**src/rtl/nlc_adc_feeder.sv**
```systemverilog
// rtl/nlc_adc_feeder.sv - FIFO-buffered srdyi/x_adc sample feeder for the 1-channel NLC
module nlc_adc_feeder #(
  parameter int DATA_W  = 21,
  parameter int DEPTH   = 8,
  parameter int ADDR_W  = 3,
  parameter int TIMEOUT = 64
) (
  input  logic              clk,
  input  logic              GlobalReset,
  input  logic              adc_valid,
  input  logic [DATA_W-1:0] adc_data,
  input  logic              srdyo,
  input  logic              clr_err,
  output logic              srdyi,
  output logic [DATA_W-1:0] x_adc,
  output logic              busy,
  output logic [ADDR_W:0]   fifo_count,
  output logic [7:0]        drop_cnt,
  output logic              timeout_err
);

  localparam int              CNT_W     = (TIMEOUT > 2) ? $clog2(TIMEOUT) : 1;
  localparam logic [CNT_W-1:0] WAIT_LAST = CNT_W'(TIMEOUT - 1);
  localparam logic [ADDR_W:0]  FULL_CNT  = (ADDR_W + 1)'(DEPTH);

  typedef enum logic [1:0] {
    S_IDLE,
    S_ISSUE,
    S_WAIT
  } state_t;

  state_t            state;
  logic [DATA_W-1:0] mem [DEPTH];
  logic [ADDR_W-1:0] wr_ptr;
  logic [ADDR_W-1:0] rd_ptr;
  logic [CNT_W-1:0]  wait_cnt;

  logic full;
  logic empty;
  logic pop;
  logic push;
  logic drop;
  logic to_hit;

  // A pop only happens from IDLE, so a full FIFO can still accept a sample
  // in the very cycle its head is handed to the NLC.
  assign full   = (fifo_count == FULL_CNT);
  assign empty  = (fifo_count == '0);
  assign pop    = (state == S_IDLE) && !empty;
  assign push   = adc_valid && (!full || pop);
  assign drop   = adc_valid && full && !pop;
  assign to_hit = (state == S_WAIT) && !srdyo && (wait_cnt == WAIT_LAST);

  // Sample storage; contents need no reset since occupancy is tracked separately.
  always_ff @(posedge clk) begin
    if (push) begin
      mem[wr_ptr] <= adc_data;
    end
  end

  // Pointers and occupancy; pointers wrap naturally at DEPTH.
  always_ff @(posedge clk or negedge GlobalReset) begin
    if (!GlobalReset) begin
      wr_ptr     <= '0;
      rd_ptr     <= '0;
      fifo_count <= '0;
    end else begin
      if (push) begin
        wr_ptr <= wr_ptr + 1'b1;
      end
      if (pop) begin
        rd_ptr <= rd_ptr + 1'b1;
      end
      case ({push, pop})
        2'b10:   fifo_count <= fifo_count + 1'b1;
        2'b01:   fifo_count <= fifo_count - 1'b1;
        default: fifo_count <= fifo_count;
      endcase
    end
  end

  // Error reporting; a clear always beats a same-cycle drop or timeout.
  always_ff @(posedge clk or negedge GlobalReset) begin
    if (!GlobalReset) begin
      drop_cnt    <= '0;
      timeout_err <= 1'b0;
    end else if (clr_err) begin
      drop_cnt    <= '0;
      timeout_err <= 1'b0;
    end else begin
      if (drop && (drop_cnt != 8'hFF)) begin
        drop_cnt <= drop_cnt + 1'b1;
      end
      if (to_hit) begin
        timeout_err <= 1'b1;
      end
    end
  end

  // Issue/handshake sequencer: one sample in flight until srdyo or timeout.
  always_ff @(posedge clk or negedge GlobalReset) begin
    if (!GlobalReset) begin
      state    <= S_IDLE;
      srdyi    <= 1'b0;
      x_adc    <= '0;
      busy     <= 1'b0;
      wait_cnt <= '0;
    end else begin
      case (state)
        S_IDLE: begin
          if (pop) begin
            x_adc <= mem[rd_ptr];
            srdyi <= 1'b1;
            busy  <= 1'b1;
            state <= S_ISSUE;
          end
        end
        S_ISSUE: begin
          srdyi    <= 1'b0;
          wait_cnt <= '0;
          state    <= S_WAIT;
        end
        S_WAIT: begin
          if (srdyo || (wait_cnt == WAIT_LAST)) begin
            busy  <= 1'b0;
            state <= S_IDLE;
          end else begin
            wait_cnt <= wait_cnt + 1'b1;
          end
        end
        default: begin
          srdyi <= 1'b0;
          busy  <= 1'b0;
          state <= S_IDLE;
        end
      endcase
    end
  end

endmodule

```
**config.mk**
```make
export PLATFORM = sky130hd
export DESIGN_NAME = nlc_adc_feeder
export DESIGN_NICKNAME = d
export VERILOG_FILES = /design/src/rtl/nlc_adc_feeder.sv
export SDC_FILE = /design/constraint.sdc
export NUM_CORES = 1
export LEC_CHECK = 0
export CORE_UTILIZATION = 40
export DETAILED_ROUTE_END_ITERATION = 16
export DONT_BUFFER_PORTS = 1
export PLACE_DENSITY = 0.6
export SKIP_LAST_GASP = 1
export SYNTH_ARGS = -nofsm -noshare
export SYNTH_HDL_FRONTEND = slang
export SYNTH_SLANG_ARGS = --single-unit
```
**constraint.sdc**
```tcl
create_clock -name clk -period 4.25 [get_ports clk]
set_clock_uncertainty 0.1 [all_clocks]
set_input_delay 0.85 -clock clk [delete_from_list [all_inputs] [get_ports clk]]
set_output_delay 0.85 -clock clk [all_outputs]
set_load 0.02 [all_outputs]
```
-- Word-level counts from Yosys, hierarchy flattened
Memory sizes are Yosys's and may differ from the RTL's. A register that Yosys moved wholly into a read port is not among the register bits.
Index checks and enable logic that the tools add are counted.
- register bits after elaboration: 29
- latch bits: 0
- RAM bits: 168
- ROM bits: 0
- input bits: 26
- output and inout port bits: 36
- logic and storage cells: 69
- memories kept: 1
- add/sub/neg operators: 6
- multiply operators: 0
- divide/modulo/power cells: 0
- magnitude comparators: 0
- eq/ne operators: 10
- shift operators: 0
- multiplexer cells: 16
- bitwise operators: 2
- reduce and logical (&&, ||, !) cells: 25
- memory list (memory ; words ; width ; rd ports ; clocked after memory_dff ; write ports ; RTL line ; source):
    mem ; 8 ; 21 ; 1 ; 1 ; 1 ; 33 ; logic [DATA_W-1:0] mem [DEPTH];
- operator list (kind ; number):
    $mux W8 ; 2
    $pmux W6 S2 ; 1
    $add A8 B1 Y8 const B ; 1
    $ne A8 B8 Y1 const B ; 1
    $pmux W4 S2 ; 1
    $reduce_and A2 Y1 ; 4
    $reduce_bool A2 Y1 ; 4
    $logic_and A1 B1 Y1 ; 7
    $add A3 B1 Y3 const B ; 2
    $add A6 B1 Y6 const B ; 1
    $eq A6 B6 Y1 const B ; 1
    $mux W1 ; 6
    $mux W6 ; 1
    $pmux W2 S3 ; 1
    $logic_not A1 Y1 ; 5
    $add A4 B1 Y4 const B ; 1
    $eq A2 B1 Y1 const B ; 2
    $eq A2 B2 Y1 const B ; 2
    $eq A4 B4 Y1 const B ; 1
    $logic_not A4 Y1 ; 1
    $mux W2 ; 2
    $ne A2 B2 Y1 const B ; 2
    $sub A4 B1 Y4 const B ; 1
    $pmux W1 S3 ; 1
    other kinds (6) ; 8

-- Logic depth before layout (Yosys ltp)
Gate-level depths: netlist of the first run.
- word-level depth: 8
- depth in mapped cells: 12
- depth with buffers taken out: 10

-- Worst setup path after synthesis of the first run
No wires, ideal clock.
- path type: in2reg
- from: input port adc_valid
- to: memory mem[0][0] (enable)
- setup time: 0.452 ns
- arrival: 3.032 ns
- required time: 3.698 ns
- path slack: 0.666 ns
- stages: 2
- path buffers: 0
- path through: o41ai_4 > nor4_1
- longest elaborated chain between the ends: 3
- RTL lines (what ; RTL line ; source):
    start, declared ; 10 ; input logic adc_valid,
    $logic_and A1 B1 Y1 ; 50 ; assign push = adc_valid && (!full || pop);
    $mux W1 ; 56 ; if (push) begin
    $mux W1 (implied by the code) ; 57 ; mem[wr_ptr] <= adc_data;
    end, declared ; 33 ;
No other way between the ends.

-- Worst setup path after layout of the first run
- from: register fifo_count[0]
- to: register fifo_count[2]
- longest elaborated chain between the ends: 7
- elaborated cells between the ends (all ways): 13
- those cells by class: 2 x add/sub; 3 x eq/ne; 1 x mux; 7 x reduce/logical
- RTL lines (what ; RTL line ; source):
    start, declared ; 17 ; output logic [ADDR_W:0] fifo_count,
    start signal, assigned ; 75 ; 2'b10: fifo_count <= fifo_count + 1'b1;
    start signal, assigned ; 76 ; 2'b01: fifo_count <= fifo_count - 1'b1;
    start signal, assigned ; 77 ; default: fifo_count <= fifo_count;
    $logic_not A4 Y1 ; 48 ; assign empty = (fifo_count == '0);
    $logic_not A1 Y1 ; 49 ; assign pop = (state == S_IDLE) && !empty;
    $logic_and A1 B1 Y1 ; 49 ;
    $logic_or A1 B1 Y1 ; 50 ;
    $logic_and A1 B1 Y1 ; 50 ;
    $eq A2 B1 Y1 / $eq A2 B2 Y1 (equally long branches) ; 74 ; case ({push, pop})
    $pmux W4 S2 / $reduce_bool A2 Y1 (equally long branches) ; n/a ;
Several ways; a longest one is shown, not always the timed one.
A chain may end at the register's enable or synchronous reset.

==> flow_summary_export.csv, run 1 <==
group,metric,value,unit
clock_tree,numCtsBuffers,23,
sta,hold_viol,0,
synth,synthTopCellsByArea,"edfxtp_1 (59%), dfrtp_1 (15%), mux4_2 (11%)",
critical_path,worstPathRequired,4.52,ns
run_status,status,"complete, no violations",
hold_path,hp-class,"in -> async",
critical_path,cp_data_arrival_time,3.14,ns
layout,antennaDiodeCount,0,
sta,max_freq,348,MHz
placed_design,hpwl,9190,um
clock_tree,cts_hold_buffers,1,
critical_path,cp-startpoint,"fifo_count[0]$_DFFE_PN0P_",
clock_tree,cts_buffer_depth,3,
sta,grt_setup_unrepaired,"no",
synth,synthesis.nets,507,
floorplanning,core_area,0.0211,sq mm
synth,yosysTopAreaCell,"edfxtp_1",
power,irDropWorstVdd,0.506,mV
floorplanning,pin_count,62,
sta,fin_crit_sh,67.6,%
synth,synth_edf_count,168,
placed_design,port_buffers,0,
sta,timing.final.max_slew_violations,0,
synth,synth_ff_type,"edfxtp_1",
floorplanning,die_w,149,um
floorplanning,die-height,149,um
critical_path,end_kind,"flip-flop",
global_routing,antenna_found_initial,0,
power,powerDensity,704,mW/mm^2
critical_path,r2r_slack,1.38,ns
clock_tree,post_cts_resized,0,
clock_tree,tritoncts,"built",
synth,synthArstFlopShare,22.9,%
sta,final.setup.tns,0,ns
sta,slew-limit-headroom,30.5,%
global_routing,met3_usage,3.99,%
global_routing,use_met2,25.4,%
global_routing,grt_pass1_vias,4401,
critical_path,rr_startpoint,"fifo_count[0]$_DFFE_PN0P_",
global_routing,grt_pass1_wl,24900,um
detailed_routing,drtIter0Drc,195,
detailed_routing,wl_per_cell,20.5,um
floorplanning,design.die.area,0.0221,sq mm
clock_tree,worstSkewPairLatency,0.52,ns
global_routing,grt_usage,15.1,%
detailed_routing,drc,0,
synth,syn_inst,474,
sta,hold_slack,0.0913,ns
critical_path,reg2regPathDepth,8,
placed_design,place.gp.congestion,0.826,
floorplanning,num_rows,53,
detailed_routing,firstDrtPassIters,4,
critical_path,critPathCapture,"fifo_count[2]$_DFFE_PN0P_",
synth,synth_top_area_share,58.6,%
global_routing,grt_max_degree,51,
synth,yosysWarnings,0,
sta,worst_pin_slew,1.04,ns
sta,setup_viol,0,
detailed_routing,routed_wl,16000,um
global_routing,use_met1,19.3,%
clock_tree,clock-sinks,218,
clock_tree,cts-root-buf,"clkbuf_16",
detailed_routing,drt-vias-per-instance,5.29,
synth,netlist_area,0.00861,sq mm
synth,ys_types,49,
global_routing,grt-busiest-layer,"met2",
clock_tree,path_clk_slew,0.06,ns
layout,finalNetCount,521,
sta,layout_min_cycle_time,2.87,ns
critical_path,start_kind,"flip-flop",
critical_path,r2r-end,"fifo_count[2]$_DFFE_PN0P_",
detailed_routing,vias,4129,
power,leakage,3.40,nW
synth,postSynthAreaPerCell,18.2,sq um
synth,ys_ff_latch,218,
critical_path,path_class,"reg -> reg",
layout,drive_above_1_share,21.8,%
clock_tree,post_cts_buffers,0,
run,cap_viol_max_count,0,
floorplanning,initial_core_util,40.8,%
detailed_routing,ant_nets,0,
critical_path,cp_max_fo,10,
global_routing,grt-ovfl-total,0,
synth,ys_seq_area_share,73.2,%
layout,areaGrowthSynthToFinish,13.9,%
clock_tree,htree_levels,1,
[placed cells by master, fill, tap and decap left out, types with 5 or more instances in the layout]
cell type,n
dfrtp_1,48
edfxtp_1,168
clkbuf_16,23
nand2_1,31
a21oi_1,11
nor2_1,9
xor2_1,5
nand3_1,5
o31ai_1,5
mux4_2,42
clkbuf_8,5
mux2i_1,22
o21ai_0,27
buf_4,12
clkbuf_1,6
xnor2_1,5
ha_1,7
inv_1,9
[cell usage after synthesis (2+ instances only)]
library cell / instances
nand2_1: 31
ha_1: 7
xnor2_1: 5
clkbuf_2: 3
nor4bb_1: 2
nand4_1: 2
and3_1: 3
clkbuf_1: 4
buf_4: 2
mux4_2: 42
nor3b_1: 2
or3_1: 2
inv_1: 9
o21ai_1: 2
mux2i_1: 22
nor3_1: 5
buf_1: 4
o31ai_1: 5
mux2_2: 2
edfxtp_1: 168
o21ai_0: 27
nor4_1: 2
a21oi_1: 11
buf_2: 11
dfrtp_1: 50
xor2_1: 5
nand3_1: 5
nor2_1: 12
nand2b_1: 4
o211ai_1: 2
or4_1: 4
o22ai_1: 2
[metrics by stage]
step           setup WS (ns)  instances  utilization, %  instance area, sq um  total power, mW
2_1_floorplan          0.666        474               -                  8610             4.45
3_3_place_gp            1.52        737            42.5                  8970             4.86
3_5_place_dp            1.41        737            42.5                  8970             4.92
4_1_cts                 1.40        780            46.5                  9800             7.02
5_1_grt                 1.17        780            46.5                  9800             7.28
6_report                1.38        780            46.5                  9800             6.90
[logic make-up (layout without fill, tap and decap cells)]
kind of cell,after synthesis,after routing,synth area share [%]
and+or+nand+nor,81,81,4.91
DFF,218,218,73.2
xor gates and xnor gates,10,10,1.02
muxes,66,66,13.8
AOI/OAI and AO/OA,57,57,4.17
adders and majority gates,7,7,1.02
buffers and inverters,35,66,1.90
[worst max-delay path: stages (launching register included)]
cell     delay [ns]
dfrtp_1        0.58
o41ai_4        0.81
ha_1           0.39
xor2_1         0.11
ha_1           0.22
a21oi_1        0.16
xor2_1         0.16
nor2_1         0.06
xor2_1         0.14
[layer usage]
| layer | part of all wire [%] | vias to the layer above | wire, um |
|---|---|---|---|
| li1 | - | 1898 | - |
| met1 | 43 | 2122 | 6900 |
| met2 | 50 | 86 | 7920 |
| met3 | 5.4 | 23 | 869 |
| met4 | 1.7 | 0 | 267 |
| met5 | 0 | - | 0 |
[state kept, by name, indices dropped and copies added, names as in the netlist]
signal,flops
x_adc,21
state,2
fifo_count,4
busy,1
wait_cnt,6
rd_ptr,3
wr_ptr,3
srdyi,1
timeout_err,1
drop_cnt,8
mem,168
[layout make-up]
cell class / instances / area, sq um
Inverter: 10 / 37.5
Clock buffer: 34 / 667
Tap cell: 275 / 344
Timing Repair Buffer: 14 / 138
Sequential cell: 218 / 6300
Clock inverter: 8 / 135
Fill cell: 1793 / 11300
Multi-Input combinational cell: 221 / 2180
[worst min-delay path by stage]
stage                                       start                 endpoint  cells after the start
final                                 GlobalReset     x_adc[5]$_DFFE_PN0P_                      1
after global routing                  GlobalReset     x_adc[5]$_DFFE_PN0P_                      1
after CTS                             GlobalReset    x_adc[10]$_DFFE_PN0P_                      1
after detailed placement  wait_cnt[0]$_DFFE_PN0P_  wait_cnt[0]$_DFFE_PN0P_                      1
after global placement    wait_cnt[0]$_DFFE_PN0P_  wait_cnt[0]$_DFFE_PN0P_                      1
after floorplan           wait_cnt[0]$_DFFE_PN0P_  wait_cnt[0]$_DFFE_PN0P_                      1
[power breakdown]
part           switching, mW  internal (mW)
Combinational          0.756          0.763
Clock                  0.798           1.28
Sequential             0.574           2.74
Note: power is estimated with default switching activity, not from simulation.
==> run 2: changes to the inputs <==
PLACE_DENSITY = 0.62   (was 0.6)
clock period = 2.5 ns   (was 4.25 ns; I/O delays follow)
==> run 2 against run 1 <==
Compared with the run above:
- first-iteration DRC count down 14%
- design area grew 4.0%
- critical path depth rose by 1
- register-to-register slack worse by 1.2 ns
- non-clock buffer count grew 31
- sequential cell count stayed put
- power up 74%
- wire length is 2.8% higher
- cell count is 4.2% higher
- combinational power increased by 110%
- sequential power rose by 60%
- critical endpoint unchanged
==> flow_summary_export.csv, run 2 (same netlist as run 1, synthesis figures left out) <==
group,metric,value,unit
run_status,status,"complete, no violations",
detailed_routing,drt-vias-per-instance,5.35,
sta,fin_crit_sh,94.5,%
layout,top_register,"mem",
floorplanning,initial_core_util,40.8,%
critical_path,cpMaxStageDelayCell,"dfrtp_2",
floorplanning,die-height,149,um
sta,worst_pin_slew,0.571,ns
detailed_routing,routed_wl,16400,um
clock_tree,post_cts_buffers,0,
placed_design,place.gp.congestion,0.759,
sta,hold_viol,0,
placed_design,hpwl,9250,um
critical_path,path_common_cell,"xor2_1",
detailed_routing,firstDrtPassIters,4,
detailed_routing,ant_nets,0,
layout,utilization,48.4,%
power,leakage,3.56,nW
placed_design,port_buffers,0,
critical_path,path_buf_inv,1,
critical_path,worstPathRequired,2.79,ns
detailed_routing,drtIter0Drc,167,
layout,drive_above_1_share,23.0,%
power,p_sw_share,31.6,%
layout,finalNetCount,553,
global_routing,antenna_found_initial,0,
floorplanning,design.die.area,0.0221,sq mm
global_routing,grt_usage,15.5,%
clock_tree,cts_buffer_depth,3,
sta,timing.final.max_slew_violations,0,
layout,final_common_cell,"edfxtp_1",
floorplanning,num_rows,53,
hold_path,hp-class,"in -> reg",
critical_path,cpPeakStageDelay,0.41,ns
layout,antennaDiodeCount,0,
clock_tree,cts-root-buf,"clkbuf_16",
detailed_routing,drc,0,
power,power_frac_seq,43.9,%
sta,max_freq,423,MHz
clock_tree,tritoncts,"built",
power,powerDensity,1180,mW/mm^2
critical_path,cp_max_fo,7,
detailed_routing,wl_per_cell,20.2,um
critical_path,start_kind,"flip-flop",
layout,layout_common_cells,"edfxtp_1 (168), dfrtp_1 (47), mux4_2 (42)",
global_routing,grt_pass1_vias,4577,
critical_path,critPathTopFamily,"compound AO/OA/AOI/OAI gates",
clock_tree,path_clk_slew,0.06,ns
sta,setup_viol,0,
power,irDropWorstVdd,0.574,mV
detailed_routing,vias,4350,
global_routing,grt-ovfl-total,0,
sta,worst_slack,0.137,ns
layout,final_cell_area,0.0102,sq mm
power,switchingPower,3.79,mW
power,clock_power_share,29.1,%
clock_tree,worstSkewPairLatency,0.52,ns
layout,instances_no_fill,813,
sta,layout_min_cycle_time,2.36,ns
global_routing,grt_max_degree,51,
critical_path,end_kind,"flip-flop",
floorplanning,core_area,0.0211,sq mm
critical_path,path_class,"reg -> reg",
clock_tree,clock-sinks,218,
run,cap_viol_max_count,0,
placed_design,place_area,0.00913,sq mm
clock_tree,htree_levels,1,
placed_design,pre_cts_slack,0.0756,ns
layout,areaGrowthSynthToFinish,18.5,%
layout,largest_reg_flops,168,
global_routing,grt_pass1_wl,25800,um
layout,top_regs,"mem (168), x_adc (21), drop_cnt (8)",
clock_tree,numCtsBuffers,24,
power,p_int,8.22,mW
floorplanning,die_w,149,um
sta,slew-limit-headroom,61.9,%
critical_path,path_cells,"buf_4, o41ai_4, ha_2, xor2_1, ha_1, a21oi_1, xor2_1, nor2_1, xor2_1",
floorplanning,pin_count,62,
placed_design,place_inst,745,
critical_path,cp_data_arrival_time,2.66,ns
power,pwr-share-comb,27.0,%
==> run 2: cell count changes in the layout (fill, tap and decap cells not counted), moves of 2 or more <==
cell           before  now
dlygate4sd3_1       0   23
buf_12              1    7
clkinv_2            1    5
buf_4              12   14
clkbuf_8            5    3
==> run 2: layer usage <==
metal  vias to the layer above  global-route usage (%)  share of wire [%]
met5                         -                       0                  0
met3                        23                    3.22                5.5
met2                       109                    26.9                 51
met4                         0                    3.92                1.8
li1                       1974                       -                  -
met1                      2244                    19.9                 42
==> run 2: stage by stage <==
step / TNS, ns / hold WS, ns / power [mW]
6_report: 0 / 0.101 / 12.0
5_1_grt: -0.00716 / 0.0835 / 12.6
4_1_cts: 0 / 0.0831 / 12.2
3_5_place_dp: 0 / 0.106 / 8.58
3_3_place_gp: 0 / 0.107 / 8.46
2_1_floorplan: -28.77 / 0.104 / 7.61
==> run 2: path summary, 6_finish.rpt <==
check	start	to	slack [ns]	cells after the start
setup / recovery	fifo_count[0]$_DFFE_PN0P_	fifo_count[2]$_DFFE_PN0P_	0.14	9
hold / removal	clr_err	drop_cnt[7]$_DFFE_PN0P_	0.10	3
setup reg to reg	fifo_count[0]$_DFFE_PN0P_	fifo_count[2]$_DFFE_PN0P_	0.14	9
hold reg to reg	wait_cnt[0]$_DFFE_PN0P_	wait_cnt[0]$_DFFE_PN0P_	0.44	1
max in group asynchronous	GlobalReset	x_adc[2]$_DFFE_PN0P_	1.63	2
min in group asynchronous	GlobalReset	x_adc[15]$_DFFE_PN0P_	0.40	2
==> run 2: worst register-to-register path, stage by stage (launching register included) <==
cell and delay [ns]:
dfrtp_2 0.41, buf_4 0.20, o41ai_4 0.39, ha_2 0.30, xor2_1 0.10, ha_1 0.20
a21oi_1 0.17, xor2_1 0.17, nor2_1 0.07, xor2_1 0.14
==> run 2: layout make-up <==
cell class,count,area [sq um]
repair buffers,45,503
clock inverters,12,146
multi-input cells,221,2200
fillers,1757,10900
flip-flops and latches,218,6300
inverters,10,37.5
clock buffers,32,661
well taps,275,344
==> run 2: repair_timing <==
action	4_1_cts	5_1_grt
hold endpoints to repair	227	0
endpoints found under the setup margin	0	1
hold buffers	24	0
resized for setup	0	1
==> run 2: power by group through the flow <==
stage	Combinational, mW	Clock [mW]	Sequential [mW]
6_report	3.24	3.49	5.28
5_1_grt	3.58	3.71	5.35
4_1_cts	3.33	3.57	5.29
3_5_place_dp	3.22	0	5.36
3_3_place_gp	3.14	0	5.32
2_1_floorplan	2.35	0	5.26
==> run 3: changes to the inputs <==
==> constraint.sdc (replaced) <==
create_clock -name clk -period 2.5 [get_ports clk]
set_clock_uncertainty 0.1 [all_clocks]
set_input_delay 0.5 -clock clk [delete_from_list [all_inputs] [get_ports clk]]
set_output_delay 0.5 -clock clk [all_outputs]
set_load 0.1 [all_outputs]
==> run 3 against run 2 <==
Compared with the run above:
- sequential cell count did not move
- power rose by 11%
- setup slack improved by 0.024 ns
- largest cell class unchanged
==> flow_summary_export.csv, run 3 (same netlist as run 1, synthesis figures left out) <==
group,metric,value,unit
clock_tree,cts_buffer_depth,3,
sta,hold_viol,0,
layout,utilization,49.3,%
clock_tree,cts-root-buf,"clkbuf_16",
global_routing,grt_pass1_vias,4641,
detailed_routing,routed_wl,16700,um
sta,worst_pin_slew,0.621,ns
layout,top_register,"mem",
global_routing,antenna_found_initial,0,
sta,timing.final.max_slew_violations,0,
critical_path,r2r_slack,0.16,ns
sta,fin_crit_sh,93.5,%
critical_path,cp_max_fo,5,
critical_path,end_kind,"flip-flop",
clock_tree,tritoncts,"built",
detailed_routing,drc,0,
floorplanning,core_area,0.0211,sq mm
placed_design,place_area,0.00943,sq mm
floorplanning,die-height,149,um
floorplanning,design.die.area,0.0221,sq mm
detailed_routing,vias,4489,
run_status,status,"complete, no violations",
sta,layout_min_cycle_time,2.34,ns
global_routing,grt-ovfl-total,0,
detailed_routing,drtIter0Drc,166,
global_routing,grt_pass1_wl,26200,um
floorplanning,num_rows,53,
floorplanning,die_w,149,um
detailed_routing,wl_per_cell,19.9,um
detailed_routing,firstDrtPassIters,4,
detailed_routing,ant_nets,0,
layout,layout_common_cells,"edfxtp_1 (168), dfrtp_1 (44), buf_4 (44)",
global_routing,grt_usage,15.7,%
critical_path,path_class,"reg -> reg",
run,cap_viol_max_count,0,
clock_tree,clock-sinks,218,
floorplanning,pin_count,62,
placed_design,hpwl,9550,um
critical_path,start_kind,"flip-flop",
layout,drive_above_1_share,27.2,%
detailed_routing,drt-vias-per-instance,5.33,
clock_tree,htree_levels,1,
sta,slew-limit-headroom,58.6,%
hold_path,hp-class,"in -> reg",
clock_tree,worstSkewPairLatency,0.51,ns
power,powerDensity,1280,mW/mm^2
clock_tree,numCtsBuffers,23,
sta,setup_viol,0,
clock_tree,path_clk_slew,0.06,ns
placed_design,place.gp.congestion,0.758,
power,leakage,3.67,nW
power,total_power,13.3,mW
layout,finalNetCount,583,
layout,antennaDiodeCount,0,
floorplanning,initial_core_util,40.8,%
layout,largest_reg_flops,168,
power,irDropWorstVdd,1.00,mV
critical_path,cp_data_arrival_time,2.65,ns
sta,max_freq,428,MHz
sta,final.setup.tns,0,ns
layout,final_cell_area,0.0104,sq mm
layout,final_common_cell,"edfxtp_1",
placed_design,place_inst,776,
layout,areaGrowthSynthToFinish,20.9,%
layout,top_regs,"mem (168), x_adc (21), drop_cnt (8)",
layout,instances_no_fill,842,
global_routing,grt_max_degree,51,
placed_design,port_buffers,0,
critical_path,worstPathRequired,2.82,ns
[run 3: per-layer routing]
| layer | share of wire [%] | GRT usage, % | routed length (um) | vias up |
|---|---|---|---|---|
| li1 | - | - | - | 2029 |
| met1 | 42 | 20.3 | 6980 | 2330 |
| met2 | 51 | 27.2 | 8610 | 104 |
| met3 | 5.1 | 3.19 | 857 | 26 |
| met4 | 1.7 | 3.76 | 291 | 0 |
| met5 | 0 | 0 | 0 | - |
[run 3: path summary, 6_finish.rpt]
path	depth (start not counted)	endpoint	start
min in group asynchronous	2	x_adc[15]$_DFFE_PN0P_	GlobalReset
worst min-delay path	3	drop_cnt[7]$_DFFE_PN0P_	clr_err
worst max register to register	10	fifo_count[2]$_DFFE_PN0P_	fifo_count[1]$_DFFE_PN0P_
max in group asynchronous	2	fifo_count[3]$_DFFE_PN0P_	GlobalReset
worst min register to register	1	srdyi$_DFFE_PN0P_	srdyi$_DFFE_PN0P_
worst max-delay path	10	fifo_count[2]$_DFFE_PN0P_	fifo_count[1]$_DFFE_PN0P_
[run 3: through the flow]
| stage | hold slack, ns | setup slack [ns] |
|---|---|---|
| final | 0.0854 | 0.162 |
| after CTS | 0.0698 | 0.0378 |
| after global placement | 0.106 | 0.162 |
| after global routing | 0.102 | -0.000268 |
| after floorplan | 0.104 | -0.181 |
| after detailed placement | 0.106 | 0.0655 |
[run 3: critical path, stage by stage, from the launching register on]
cell and delay [ns]:
dfrtp_4 0.47, nor4_4 0.07, or3_2 0.46, inv_4 0.11
ha_4 0.17, xor2_2 0.16, ha_1 0.19, a21oi_2 0.04
xor2_1 0.15, nor2_1 0.12, xor2_1 0.19
[run 3: area by class of cell]
cell class                      instances  area [sq um]
Multi-Input combinational cell        221          2280
Clock inverter                          9          60.1
Timing Repair Buffer                   76           748
Sequential cell                       218          6310
Tap cell                              275           344
Clock buffer                           33           623
Inverter                               10          40.0
Fill cell                            1770         10700
[run 3: repair_timing]
action	4_1_cts	5_1_grt
hold buffers	24	0
gates resized for setup	0	6
buffers inserted	0	0
endpoints found under the hold margin	227	0
setup endpoints to repair	0	1
[run 3: power breakdown]
part / internal [mW] / switching [mW]
combinational: 1.73 / 3.47
sequential: 4.67 / 0.360
clock: 1.75 / 1.34
